`src/rtl/sequence_encoder.sv`:
```
// Serial pattern transmitter: parallel words in over valid/ready, one bit per clock out,
// with a one-word holding buffer and a running 101/110 detection reference count.
module sequence_encoder #(
    parameter int WIDTH      = 8,
    parameter bit LSB_FIRST  = 1'b0,
    parameter bit IDLE_LEVEL = 1'b0,
    localparam int LEN_W     = $clog2(WIDTH + 1)
) (
    input  logic             clock,
    input  logic             reset,
    input  logic [WIDTH-1:0] data_in,
    input  logic [LEN_W-1:0] len_in,
    input  logic             in_valid,
    output logic             in_ready,
    output logic             sequence_out,
    output logic             out_active,
    output logic             frame_done,
    output logic [15:0]      expect_count
);

    typedef enum logic [0:0] {
        IDLE  = 1'b0,
        SHIFT = 1'b1
    } state_t;

    localparam logic [LEN_W-1:0] LEN_ONE  = LEN_W'(1'b1);
    localparam logic [LEN_W-1:0] LEN_ZERO = {LEN_W{1'b0}};
    localparam logic [LEN_W-1:0] LEN_MAX  = LEN_W'(WIDTH);

    state_t             state_r, state_s;
    logic [WIDTH-1:0]   shift_r, shift_s;
    logic [LEN_W-1:0]   cnt_r, cnt_s;
    logic               seq_r, seq_s;
    logic               active_r, active_s;
    logic               done_r, done_s;
    logic [WIDTH-1:0]   buf_data_r, buf_data_s;
    logic [LEN_W-1:0]   buf_len_r, buf_len_s;
    logic               buf_full_r, buf_full_s;
    logic [2:0]         hist_r, hist_s;
    logic [15:0]        count_r, count_s;

    logic               accept_s;
    logic               free_s;
    logic               load_buf_s;
    logic               load_in_s;
    logic               load_s;
    logic [WIDTH-1:0]   load_data_s;
    logic [LEN_W-1:0]   eff_len_s;
    logic [WIDTH-1:0]   aligned_s;

    // A length of zero or beyond the shifter means a full-width frame.
    function automatic logic [LEN_W-1:0] norm_len(input logic [LEN_W-1:0] len);
        if (len == LEN_ZERO || 32'(len) > WIDTH) begin
            return LEN_MAX;
        end else begin
            return len;
        end
    endfunction

    assign in_ready    = !buf_full_r && !reset;
    assign accept_s    = in_valid && in_ready;
    // The shifter is free when nothing is in flight or its last bit is on the line now.
    assign free_s      = (state_r == IDLE) || (cnt_r == LEN_ZERO);
    assign load_buf_s  = free_s && buf_full_r;
    assign load_in_s   = free_s && !buf_full_r && accept_s;
    assign load_s      = load_buf_s || load_in_s;
    assign load_data_s = buf_full_r ? buf_data_r : data_in;
    assign eff_len_s   = norm_len(buf_full_r ? buf_len_r : len_in);
    assign aligned_s   = load_data_s << (LEN_MAX - eff_len_s);

    // Next-state, shifter, buffer and detection-count logic.
    always_comb begin
        state_s    = state_r;
        shift_s    = shift_r;
        cnt_s      = cnt_r;
        seq_s      = seq_r;
        active_s   = active_r;
        done_s     = done_r;
        buf_data_s = buf_data_r;
        buf_len_s  = buf_len_r;
        buf_full_s = buf_full_r;
        hist_s     = {hist_r[1:0], seq_r};
        count_s    = count_r;

        if (load_s) begin
            cnt_s    = eff_len_s - LEN_ONE;
            active_s = 1'b1;
            done_s   = (eff_len_s == LEN_ONE);
            state_s  = (eff_len_s == LEN_ONE) ? IDLE : SHIFT;
            if (LSB_FIRST) begin
                seq_s   = load_data_s[0];
                shift_s = {1'b0, load_data_s[WIDTH-1:1]};
            end else begin
                seq_s   = aligned_s[WIDTH-1];
                shift_s = {aligned_s[WIDTH-2:0], 1'b0};
            end
        end else if (state_r == SHIFT && cnt_r != LEN_ZERO) begin
            cnt_s    = cnt_r - LEN_ONE;
            active_s = 1'b1;
            done_s   = (cnt_r == LEN_ONE);
            state_s  = SHIFT;
            if (LSB_FIRST) begin
                seq_s   = shift_r[0];
                shift_s = {1'b0, shift_r[WIDTH-1:1]};
            end else begin
                seq_s   = shift_r[WIDTH-1];
                shift_s = {shift_r[WIDTH-2:0], 1'b0};
            end
        end else begin
            state_s  = IDLE;
            cnt_s    = LEN_ZERO;
            seq_s    = IDLE_LEVEL;
            active_s = 1'b0;
            done_s   = 1'b0;
        end

        // Acceptance needs an empty buffer, so draining and refilling never coincide.
        if (load_buf_s) begin
            buf_full_s = 1'b0;
        end else if (accept_s && !load_in_s) begin
            buf_full_s = 1'b1;
            buf_data_s = data_in;
            buf_len_s  = len_in;
        end else begin
            buf_full_s = buf_full_r;
        end

        if ((hist_s == 3'b101 || hist_s == 3'b110) && count_r != 16'hFFFF) begin
            count_s = count_r + 16'd1;
        end else begin
            count_s = count_r;
        end
    end

    // State and output registers with synchronous reset.
    always_ff @(posedge clock) begin
        if (reset) begin
            state_r    <= IDLE;
            shift_r    <= {WIDTH{1'b0}};
            cnt_r      <= LEN_ZERO;
            seq_r      <= IDLE_LEVEL;
            active_r   <= 1'b0;
            done_r     <= 1'b0;
            buf_data_r <= {WIDTH{1'b0}};
            buf_len_r  <= LEN_ZERO;
            buf_full_r <= 1'b0;
            hist_r     <= 3'b000;
            count_r    <= 16'd0;
        end else begin
            state_r    <= state_s;
            shift_r    <= shift_s;
            cnt_r      <= cnt_s;
            seq_r      <= seq_s;
            active_r   <= active_s;
            done_r     <= done_s;
            buf_data_r <= buf_data_s;
            buf_len_r  <= buf_len_s;
            buf_full_r <= buf_full_s;
            hist_r     <= hist_s;
            count_r    <= count_s;
        end
    end

    assign sequence_out = seq_r;
    assign out_active   = active_r;
    assign frame_done   = done_r;
    assign expect_count = count_r;

endmodule
```
`config.mk`:
```
export PLATFORM = sky130hd
export DESIGN_NAME = sequence_encoder
export DESIGN_NICKNAME = d
export VERILOG_FILES = /design/src/rtl/sequence_encoder.sv
export SDC_FILE = /design/constraint.sdc
export NUM_CORES = 1
export LEC_CHECK = 0
export BUFFER_PORTS_ARGS = -buffer_cell sky130_fd_sc_hd__buf_2
export CAP_MARGIN = 0
export CORE_MARGIN = 8
export CORE_UTILIZATION = 61
export DETAILED_ROUTE_END_ITERATION = 12
export PLACE_DENSITY_LB_ADDON = 0.15
export SLEW_MARGIN = 30
export SYNTH_ARGS = -nofsm -noshare
export SYNTH_HDL_FRONTEND = slang
export SYNTH_SLANG_ARGS = --single-unit
```
`constraint.sdc`:
```
create_clock -name clock -period 6.2 [get_ports clock]
set_input_delay 0 -clock clock [delete_from_list [all_inputs] [get_ports clock]]
set_output_delay 0 -clock clock [all_outputs]
set_load 0.1 [all_outputs]
```
* After elaboration in Yosys (flattened, before gate mapping)
Cells that the tools add are included.
** Cells by class
- $add $sub $neg :: 4
- Magnitude comparators :: 1
- Equal/unequal tests :: 5
- Shift-type cells :: 1
- Multiplexer cells :: 15
- Bitwise logic cells :: 2
- Reductions and logical operators :: 21
** Operators by type and width (number)
- 2-to-1 mux 8 bit :: 3
- adder 16 x 1 -> 16 bit (second input constant) :: 1
- 2-to-1 mux 4 bit :: 4
- != test 16 bit (second input constant) :: 1
- == test 4 x 1 -> 1 bit (second input constant) :: 2
- logical AND 1 bit :: 8
- logical NOT 4 bit :: 2
- 2-to-1 mux 1 bit :: 8
- << shifter 8 x 4 -> 8 bit :: 1
- subtractor 4 x 1 -> 4 bit (second input constant) :: 2
- == test 3 bit (second input constant) :: 2
- greater-than comparator 4 bit (second input constant) :: 1
- logical OR 1 bit :: 4
- nonzero test 4 bit :: 1
- subtractor 4 bit (first input constant) :: 1
- logical NOT 1 bit :: 3
- inverter 1 bit :: 2
- AND reduction 2 bit :: 1
- nonzero test 2 bit :: 1
- OR reduction 2 bit :: 1
** Word-level totals
- Flip-flop bits (word level) :: 46
- Output and inout bits :: 20
- Word-level logic and storage cells :: 60

* Logic depth before layout (Yosys ltp)
Gate-level depths: netlist of the first run.
- Depth after elaboration :: 7
- Gate-level depth with buffers :: 9

* Worst setup path before layout of the first run
No wires, ideal clock.
- Kind :: register to register
- From :: reg buf_full_r
- To :: reg shift_r[7]
- Arrival time :: 2481 ps
- Required time :: 6123 ps
- Setup slack :: 3643 ps
- Cell stages (with the launch flop) :: 10
- Path buffers :: 3
- Clock period less this slack :: 2557 ps
- Cell sequence :: dfxtp_1 > buf_2 > clkbuf_1 > nand2_1 > o32a_2 > ha_1 > clkbuf_1 > mux4_2 > or3_1 > a41oi_2
** Between the ends
- Word-level cells in the longest chain between the ends :: 7
** RTL lines
- from (decl) :: line 38 : logic buf_full_r, buf_full_s;
- from (signal assigned) :: line 158 : buf_full_r <= buf_full_s;
- 2-to-1 mux 4 bit :: line 68 : assign eff_len_s = norm_len(buf_full_r ? buf_len_r : len_in);
- greater-than comparator 4 bit / logical NOT 4 bit (equally long branches) :: line 53 : if (len == LEN_ZERO || 32'(len) > WIDTH) begin
- logical OR 1 bit :: line 53
- 2-to-1 mux 4 bit :: line 53
- subtractor 4 bit :: line 69 : assign aligned_s = load_data_s << (LEN_MAX - eff_len_s);
- << shifter 8 x 4 -> 8 bit :: line 69
- 2-to-1 mux 8 bit :: line 85 : if (load_s) begin
- to (signal assigned) :: line 139 : shift_r <= {WIDTH{1'b0}};
- to (signal assigned) :: line 151 : shift_r <= shift_s;
- to (decl) :: line 31 : logic [WIDTH-1:0] shift_r, shift_s;
Parallel ways exist; a longest one is shown, timed or not.
A chain may end at the register's enable or synchronous reset.

* Final worst setup path of the first run
- From :: reg buf_full_r
- To :: reg seq_r, in the netlist sequence_out
** Between the ends
- Word-level cells in the longest chain between the ends :: 7
** RTL lines
- 2-to-1 mux 4 bit :: line 68
- greater-than comparator 4 bit / logical NOT 4 bit (equally long branches) :: line 53
- logical OR 1 bit :: line 53
- 2-to-1 mux 4 bit :: line 53
- subtractor 4 bit :: line 69
- << shifter 8 x 4 -> 8 bit :: line 69
- 2-to-1 mux 1 bit (*) :: line 85
- to (signal assigned) :: line 153 : seq_r <= seq_s;
- to (decl) :: line 33 : logic seq_r, seq_s;
Mark *: on every way between the ends. The rest lies on a longest branch, timed or not.

==> results of run 1 <==
[synth_stat cells, types with 2 or more instances]
master     instances  share of area [%]
xor2_1             2               0.70
and3b_2            3                1.2
dfxtp_1           46                 37
nor2b_1            2               0.50
nor4_1             4                1.0
mux2i_1           23                9.2
nor3b_1            3               0.90
ha_1               6                3.0
nor4b_1            3                1.0
a22oi_1            2               0.60
buf_2              2               0.40
and4_1             2               0.70
o21ai_0            4               0.80
a2111oi_0          3                1.0
o21a_1             2               0.60
and3b_1            2               0.70
nor3_1            12                2.4
nand4_1            6                1.5
nor2_1            45                6.7
nand3_1            9                1.8
mux4_2             2                1.8
o31ai_1            2               0.60
clkbuf_1          10                1.5
o21ai_1            2               0.40
or3_1              6                1.5
a31oi_1            5                1.2
a21oi_1            8                1.6
nand2_1           15                2.2
a211oi_1          12                3.6
xnor2_1           14                4.9
inv_1             12                1.8
nand2b_1           2               0.50
and3_1             2               0.50
o211ai_1           3               0.90
[logic make-up after synthesis]
family | count (synthesis) | synth area share [%]
AND/OR/NAND/NOR | 120 | 24.5
adder cells (fa/ha/maj) | 6 | 2.99
XOR/XNOR | 16 | 5.59
buffers and inverters | 27 | 4.59
flip-flops | 46 | 36.7
multiplexers | 25 | 11.0
AO/OA/AOI/OAI | 51 | 14.7
[repair_timing]
item,in CTS,in global routing
setup buffers,0,0
setup endpoints to repair,0,0
hold endpoints to repair,9,0
hold buffers,9,0
[flip-flops by register name, summed over array words and instances, names as in the netlist]
| register | flops |
|---|---|
| frame_done | 1 |
| expect_count | 16 |
| buf_data_r | 8 |
| cnt_r | 4 |
| sequence_out | 1 |
| buf_full_r | 1 |
| shift_r | 7 |
| state_r | 1 |
| out_active | 1 |
| hist_r | 2 |
| buf_len_r | 4 |
[through the flow]
step	setup slack (ps)	power, W	utilization, %	cell area (um^2)	hold WS [ps]
after detailed placement	3210	0.000384	67.5	2680	273
after floorplan	3640	0.000366	-	2510	147
after CTS	3190	0.000613	72.6	2880	3.25
final	3170	0.000610	72.6	2880	23.5
after global routing	2890	0.000633	72.6	2880	31.0
after global placement	3370	0.000383	67.5	2680	252
[worst max path at each step]
| stage | startpoint | end | depth (start not counted) |
|---|---|---|---|
| 2_1_floorplan | buf_full_r$_SDFFE_PP0P_ | shift_r[7]$_SDFFE_PP0P_ | 9 |
| 3_5_place_dp | buf_full_r$_SDFFE_PP0P_ | sequence_out$_SDFF_PP0_ | 8 |
| 5_1_grt | buf_full_r$_SDFFE_PP0P_ | sequence_out$_SDFF_PP0_ | 8 |
| 3_3_place_gp | buf_full_r$_SDFFE_PP0P_ | sequence_out$_SDFF_PP0_ | 8 |
| 6_report | buf_full_r$_SDFFE_PP0P_ | sequence_out$_SDFF_PP0_ | 8 |
| 4_1_cts | buf_full_r$_SDFFE_PP0P_ | sequence_out$_SDFF_PP0_ | 8 |
[layout make-up]
class	count	area, um^2
clock buffer	5	68.8
clock inverter	3	43.8
fill	320	1090
inverter	12	45.0
multi-input combinational	218	1470
sequential	46	921
tap	50	62.6
timing repair buffer	44	268
[worst min-delay path: stages]
cell     delay, ps
buf_2          110
mux2i_1         80
nor2_1          90
[report_power, final]
group	total (W)	switching, W	internal [W]
combinational	0.0000778	0.0000476	0.0000302
clock	0.000228	0.000107	0.000121
sequential	0.000305	0.00000376	0.000301
total	0.000610	0.000158	0.000452
[routing by layer]
layer  up-vias  wire [um]  track usage, %
li1       1126          -               -
met1      1031       2830            23.9
met2        45       2620            30.4
met3        10        252            4.69
met4         0         95            6.36
met5         -          0               0
==> results.cfg, run 1 <==
[sta]
final-setup-viol-count = 0
drv_slew = 0
finalHoldViolations = 0
slew_headroom_pct = 43.2
worst_pin_slew_ps = 852
fin_setup_tns_ps = 0
max_clock_freq_mhz = 330
period_share_pct = 48.9
finClkSkew_ps = 9.62
fin_crit_ps = 3030
rsz0062_at_grt = no

[die]
fp-row-count = 23
ios = 35
die_w_um = 80.1
die_h_um = 80.1
start_util_pct = 63.2
core_um2 = 3970
dieArea_um2 = 6420

[critical_path]
r2r_start = buf_full_r$_SDFFE_PP0P_
critical_path.top_delay_family = simple AND/OR/NAND/NOR gates
cp_num_buf_inv = 2
startpoint_type = flop
required_ps = 6410
critPathMaxStageDelay_ps = 840
cpMaxStageDelayCell = dfxtp_1
ff2ff_path_depth = 8
cp-end-kind = flop
crit_top_cell = inv_1
cp.arrival_ps = 3240
reg2reg_to = sequence_out$_SDFF_PP0_
worstSetupPathType = reg2reg
reg2reg_setup_slack_ps = 3170
path_cells = inv_1 -> mux2i_1 -> inv_1 -> ha_1 -> nor3_1 -> nor2_1 -> or3_1 -> a32o_1
crit_fanout = 24

[yosys]
yosysSeqAreaShare_pct = 36.7
ys_types = 49
syn_nets = 312
syn-instance-count = 291
async_reset_ff_share_pct = 0
ys_ff_latch = 46
synth_edf_count = 0
syn_area_um2 = 2510
ys.flop_type = dfxtp_1
synth_area_per_cell_um2 = 8.62
synth-warning-count = 0

[layout]
final_layout_size_suffix_gt1_share_pct = 15.5
final_cell_mix = dfxtp_1, nor2_1, buf_2
antenna-diode-count = 0
syn_to_final_growth_pct = 14.9
num-nets-final = 348
layout_commonest_cell = dfxtp_1
stdcell_count = 378

[cts]
cts.clk_slew.worst_paths_ps = 90
cts_root_buffer = clkbuf_8
cts_buffers = 5
clkSinkCount = 46
ctsHtreeMaxLevel = 2
clockBufferDepth = 2
cts_resized = 0
cts_tree = yes
clk-insertion-delay-late_ps = 310

[global_routing]
grt_pass1_vias = 2082
grt_overflow = 0
antenna_found_initial = 0
track_usage_pct = 18.9
grt_max_degree = 49
grt_pass1_wl_mm = 9.82

[detailed_routing]
drt-wirelength-per-cell_um = 15.4
drt_iter0_drc = 157
routed_wl_mm = 5.80
antenna_left = 0
drc = 0
firstDrtPassIters = 5
viasPerCell = 5.85
vias = 2212

[worst_hold_path]
hp-class = in2reg
min_delay_path_depth = 3
min_from = data_in[1]
whs_endpoint = buf_data_r[1]$_SDFFE_PP0P_

[placement]
hpwlAfterDp_mm = 4.14
place.gp.congestion = 0.930
place_inst = 361
io_buffers = 34

[power_and_ir_drop]
leakage_nw = 1.13
vdd_ir_drop_max_mv = 0.155
power_density_nw_per_um2 = 212

[outcome]
status = finished clean

[run]
cap_violations = 0
Power figures use the tool's default switching activity.
==> run 2, diff against run 1 <==
CORE_UTILIZATION = 57   (was 61)
clock period = 3.1 ns   (was 6.2 ns; I/O delays follow)
==> run 2 against run 1 <==
  * Clock skew fell by 2.3 ps
  * Non-clock buffer count rose by 3
  * Clock power rose by 68%
  * Setup slack got worse by 2700 ps
  * Combinational power rose by 110%
  * Flip-flop and latch count did not move
  * Fmax rose by 16%
  * Clock-buffer cell count rose by 1
  * Global-route usage fell by 1.3 points
  * Largest cell class unchanged
  * Highest routed layer unchanged
==> results.cfg, run 2 (synthesis results as in run 1) <==
[critical_path]
startpoint_type = flop
reg2reg_setup_slack_ps = 480
worstSetupPathType = reg2reg
critPathMaxStageDelay_ps = 390
ff2ff_path_depth = 8
r2r_start = buf_len_r[3]$_SDFFE_PP0P_
cp-end-kind = flop
crit_fanout = 11
crit_end = sequence_out$_SDFF_PP0_
cpMaxStageDelayCell = or3_1
cp.arrival_ps = 2820
path_cells = nand2b_1 -> mux2i_1 -> inv_1 -> ha_1 -> nor3_1 -> nor2_1 -> or3_1 -> a32o_1
reg2reg_to = sequence_out$_SDFF_PP0_
required_ps = 3300
cp-startpoint = buf_len_r[3]$_SDFFE_PP0P_

[cts]
cts.clk_slew.worst_paths_ps = 90
clkSinkCount = 46
clockBufferDepth = 2
cts_hold_buf = 10
cts_setup_buffers = 0
cts_tree = yes
ctsHtreeMaxLevel = 2
cts_root_buffer = clkbuf_8
cts_resized = 0
cts_buffers = 5
clk-insertion-delay-late_ps = 300

[global_routing]
grt_pass1_vias = 2017
grt_pass1_wl_mm = 9.45
grt_max_degree = 48
grt_overflow = 0
track_usage_pct = 17.6
antenna_found_initial = 0

[layout]
num-nets-final = 351
syn_to_final_growth_pct = 15.3
final_layout_size_suffix_gt1_share_pct = 16.0
stdcell_area_um2 = 2890
layout_commonest_cell = dfxtp_1
final_cell_mix = dfxtp_1, nor2_1, buf_2
antenna-diode-count = 0
fin_util_pct = 67.3
largest_register_ffs = 16

[die]
core_um2 = 4290
ios = 35
die_h_um = 82.3
fp-row-count = 24
die_w_um = 82.3
dieArea_um2 = 6780
start_util_pct = 58.4

[detailed_routing]
antenna_left = 0
routed_wl_mm = 5.87
vias = 2235
drt_iter0_drc = 153
drt-wirelength-per-cell_um = 15.3
firstDrtPassIters = 4
viasPerCell = 5.84
drc = 0

[sta]
finalHoldViolations = 0
final-setup-viol-count = 0
max_clock_freq_mhz = 381
whs_ps = 15.2
fin_setup_tns_ps = 0
slew_headroom_pct = 47.5
rsz0062_at_grt = no
drv_slew = 0
worst_pin_slew_ps = 788
fin_crit_ps = 2620
period_share_pct = 84.6
finClkSkew_ps = 7.32

[power_and_ir_drop]
p_int_w = 0.000843
power_density_nw_per_um2 = 398
p_sw_share_pct = 26.8
power.share.sequential_pct = 52.9
leakage_nw = 1.13
combPwrFrac_pct = 13.9
p_sw_w = 0.000308
power.share.clock_pct = 33.2
vdd_ir_drop_max_mv = 0.250
finalPower_w = 0.00115

[placement]
io_buffers = 34
dpl_cell_area_um2 = 2700
hpwlAfterDp_mm = 4.13
place.gp.congestion = 0.935

[run]
cap_violations = 0

[outcome]
status = finished clean

[worst_hold_path]
hp-class = in2reg
==> run 2: worst min-delay path by stage <==
stage	to	start	slack (ps)	cells past startpoint
floorplan	buf_data_r[7]$_SDFFE_PP0P_	data_in[7]	150	2
global placement	buf_len_r[1]$_SDFFE_PP0P_	len_in[1]	260	3
detailed placement	buf_len_r[1]$_SDFFE_PP0P_	len_in[1]	270	3
CTS	buf_len_r[0]$_SDFFE_PP0P_	len_in[0]	5	3
global route	buf_len_r[0]$_SDFFE_PP0P_	len_in[0]	30	3
finish	buf_len_r[0]$_SDFFE_PP0P_	len_in[0]	20	3
==> run 2: power groups by stage <==
| stage | Clock (W) | Sequential [W] | Combinational (W) |
|---|---|---|---|
| floorplan | 0 | 0.000632 | 0.000100 |
| global placement | 0 | 0.000622 | 0.000146 |
| detailed placement | 0 | 0.000622 | 0.000147 |
| CTS | 0.000395 | 0.000609 | 0.000158 |
| global route | 0.000418 | 0.000610 | 0.000174 |
| finish | 0.000383 | 0.000609 | 0.000160 |
==> run 2: area by class of cell <==
type | instances | area [um^2]
fillers | 369 | 1400
repair buffers | 47 | 293
clock inverters | 2 | 12.5
well taps | 52 | 65.1
inverters | 12 | 45.0
clock buffers | 6 | 82.6
flip-flops and latches | 46 | 921
multi-input cells | 218 | 1470
==> run 2: worst max-delay path: cells and delay by family, from the launching register on <==
kind / cells / cell delay, ps
and+or+nand+nor: 4 / 1270
DFF: 1 / 360
AOI/OAI and AO/OA: 1 / 250
buffers and inverters: 1 / 90
muxes: 1 / 290
adders and majority gates: 1 / 250
==> run 2: per-stage QoR <==
stage          setup WS (ps)  cells
2_1_floorplan            543    291
3_3_place_gp             636    365
3_5_place_dp             532    365
4_1_cts                  493    383
5_1_grt                  286    383
6_report                 478    383
==> run 2: routing by layer <==
layer	part of all wire, %	routed length [um]	global-route usage [%]
met1	46	2720	22.7
met2	47	2770	27.9
met3	5.6	330	3.57
met4	0.82	48	7.54
met5	0	0	0
==> run 3, diff against run 2 <==
CORE_UTILIZATION = 51   (was 57)
clock period = 2.2 ns   (was 3.1 ns; I/O delays follow)
==> run 3 against run 2 <==
  * Die area increased by 9.4%
  * Wire length decreased by 1.7%
  * Total power increased by 42%
  * Clock power increased by 40%
  * Global-route usage decreased by 1.2 points
  * Clock-buffer cell count decreased by 1
  * Utilization decreased by 2.1 points
  * Cell count increased by 7.6%
  * Design area increased by 6.6%
  * Highest routed layer unchanged
==> results.cfg, run 3 (synthesis results as in run 1) <==
[critical_path]
path_cells = dlygate4sd3_1 -> buf_2 -> inv_1 -> o32a_4 -> ha_4 -> mux4_2 -> or3_1 -> a41oi_2
cp-startpoint = len_in[1]
required_ps = 2430
crit_end = shift_r[7]$_SDFFE_PP0P_
cp-end-kind = flop
cp_num_buf_inv = 3
reg2reg_setup_slack_ps = 180
crit_fanout = 11
ff2ff_path_depth = 8
r2r_start = cnt_r[0]$_SDFF_PP0_
cpMaxStageDelayCell = dlygate4sd3_1
worstSetupPathType = in2reg
reg2reg_to = shift_r[4]$_SDFFE_PP0P_
critical_path.top_delay_family = buffers and inverters
cp.arrival_ps = 2260
critPathMaxStageDelay_ps = 530
cp.depth = 8
startpoint_type = input port

[layout]
fin_util_pct = 65.3
largest_register_ffs = 16
final_layout_size_suffix_gt1_share_pct = 25.8
stdcell_area_um2 = 3080
final_cell_mix = nor2_1, buf_2, dfxtp_1
num-nets-final = 365
stdcell_count = 412
antenna-diode-count = 0
syn_to_final_growth_pct = 22.9
layout_commonest_cell = nor2_1

[die]
dieArea_um2 = 7420
core_um2 = 4720
fp-row-count = 25
start_util_pct = 53.1
ios = 35
die_w_um = 86.1
die_h_um = 86.1

[detailed_routing]
drc = 0
routed_wl_mm = 5.77
vias = 2264
antenna_left = 0
drt-wirelength-per-cell_um = 14.0
drt_iter0_drc = 155
viasPerCell = 5.50
firstDrtPassIters = 4

[sta]
final-setup-viol-count = 0
max_clock_freq_mhz = 494
period_share_pct = 92.0
fin_ws_ps = 177
fin_crit_ps = 2020
finalHoldViolations = 0
rsz0062_at_grt = no
finClkSkew_ps = 12.4
drv_slew = 0
worst_pin_slew_ps = 510
slew_headroom_pct = 65.1

[global_routing]
grt_pass1_vias = 2065
grt_pass1_wl_mm = 10.0
grt_max_degree = 48
grt_overflow = 0
track_usage_pct = 16.4
antenna_found_initial = 0

[cts]
clkSinkCount = 46
cts_root_buffer = clkbuf_8
clockBufferDepth = 2
cts_buffers = 5
ctsHtreeMaxLevel = 2
cts.clk_slew.worst_paths_ps = 100
cts_tree = yes
clk-insertion-delay-late_ps = 300
cts_setup_buffers = 0

[placement]
io_buffers = 34
place_inst = 393
dp_slack_ps = 121
hpwlAfterDp_mm = 4.10
dpl_cell_area_um2 = 2880
place.gp.congestion = 0.850

[power_and_ir_drop]
leakage_nw = 1.21
vdd_ir_drop_max_mv = 0.354
power_density_nw_per_um2 = 532

[outcome]
status = finished clean

[run]
cap_violations = 0

[worst_hold_path]
hp-class = in2reg
-- run 3: cell count changes in the layout (fill, tap and decap cells not counted), sizes merged --
| cell | before | now |
|---|---|---|
| buf | 37 | 50 |
| clkbuf | 6 | 5 |
| clkinv | 1 | 0 |
| clkinvlp | 1 | 2 |
| dlygate4sd3 | 10 | 11 |
| inv | 12 | 13 |
-- run 3: cell type report --
cell class | count | area [um^2]
Multi-Input combinational cell | 218 | 1520
Tap cell | 67 | 83.8
Timing Repair Buffer | 61 | 400
Fill cell | 402 | 1640
Clock inverter | 3 | 23.8
Clock buffer | 5 | 68.8
Inverter | 12 | 45.0
Sequential cell | 46 | 942
-- run 3: metal layers --
metal	global-route usage (%)	vias up	share of wire (%)
met3	3.82	6	4.5
li1	-	1165	-
met5	0	-	0
met1	22.5	1043	50
met2	25.0	50	44
met4	3.82	0	0.95
-- run 3: worst min path at each step --
stage	start	endpoint	slack [ps]	cells past startpoint
2_1_floorplan	data_in[7]	buf_data_r[7]$_SDFFE_PP0P_	150	2
3_3_place_gp	len_in[1]	buf_len_r[1]$_SDFFE_PP0P_	250	3
3_5_place_dp	len_in[1]	buf_len_r[1]$_SDFFE_PP0P_	260	3
4_1_cts	len_in[0]	buf_len_r[0]$_SDFFE_PP0P_	50	3
5_1_grt	len_in[0]	buf_len_r[0]$_SDFFE_PP0P_	80	3
6_report	len_in[0]	buf_len_r[0]$_SDFFE_PP0P_	60	3
-- run 3: timing repair --
| action | CTS | global route |
|---|---|---|
| hold buffers | 11 | 0 |
| endpoints found under the setup margin | 0 | 14 |
| endpoints found under the hold margin | 11 | 0 |
| resized for setup | 0 | 3 |
-- run 3: worst min-delay path, delay by kind of cell --
family	cells	cell delay [ps]
AND/OR/NAND/NOR	1	70
buffers and inverters	1	160
multiplexers	1	90
-- run 3: where the power goes --
part / internal, W / switching, W / total, W
clock network: 0.000228 / 0.000308 / 0.000535
logic: 0.000106 / 0.000142 / 0.000248
registers: 0.000848 / 0.0000103 / 0.000858
-- run 3: metrics by stage --
step	TNS (ps)	hold slack, ps	power [W]
finish	0	61.2	0.00164
global route	0	78.2	0.00172
CTS	0	52.0	0.00165
detailed placement	0	258	0.00111
global placement	0	248	0.00111
floorplan	-33.5	147	0.00104
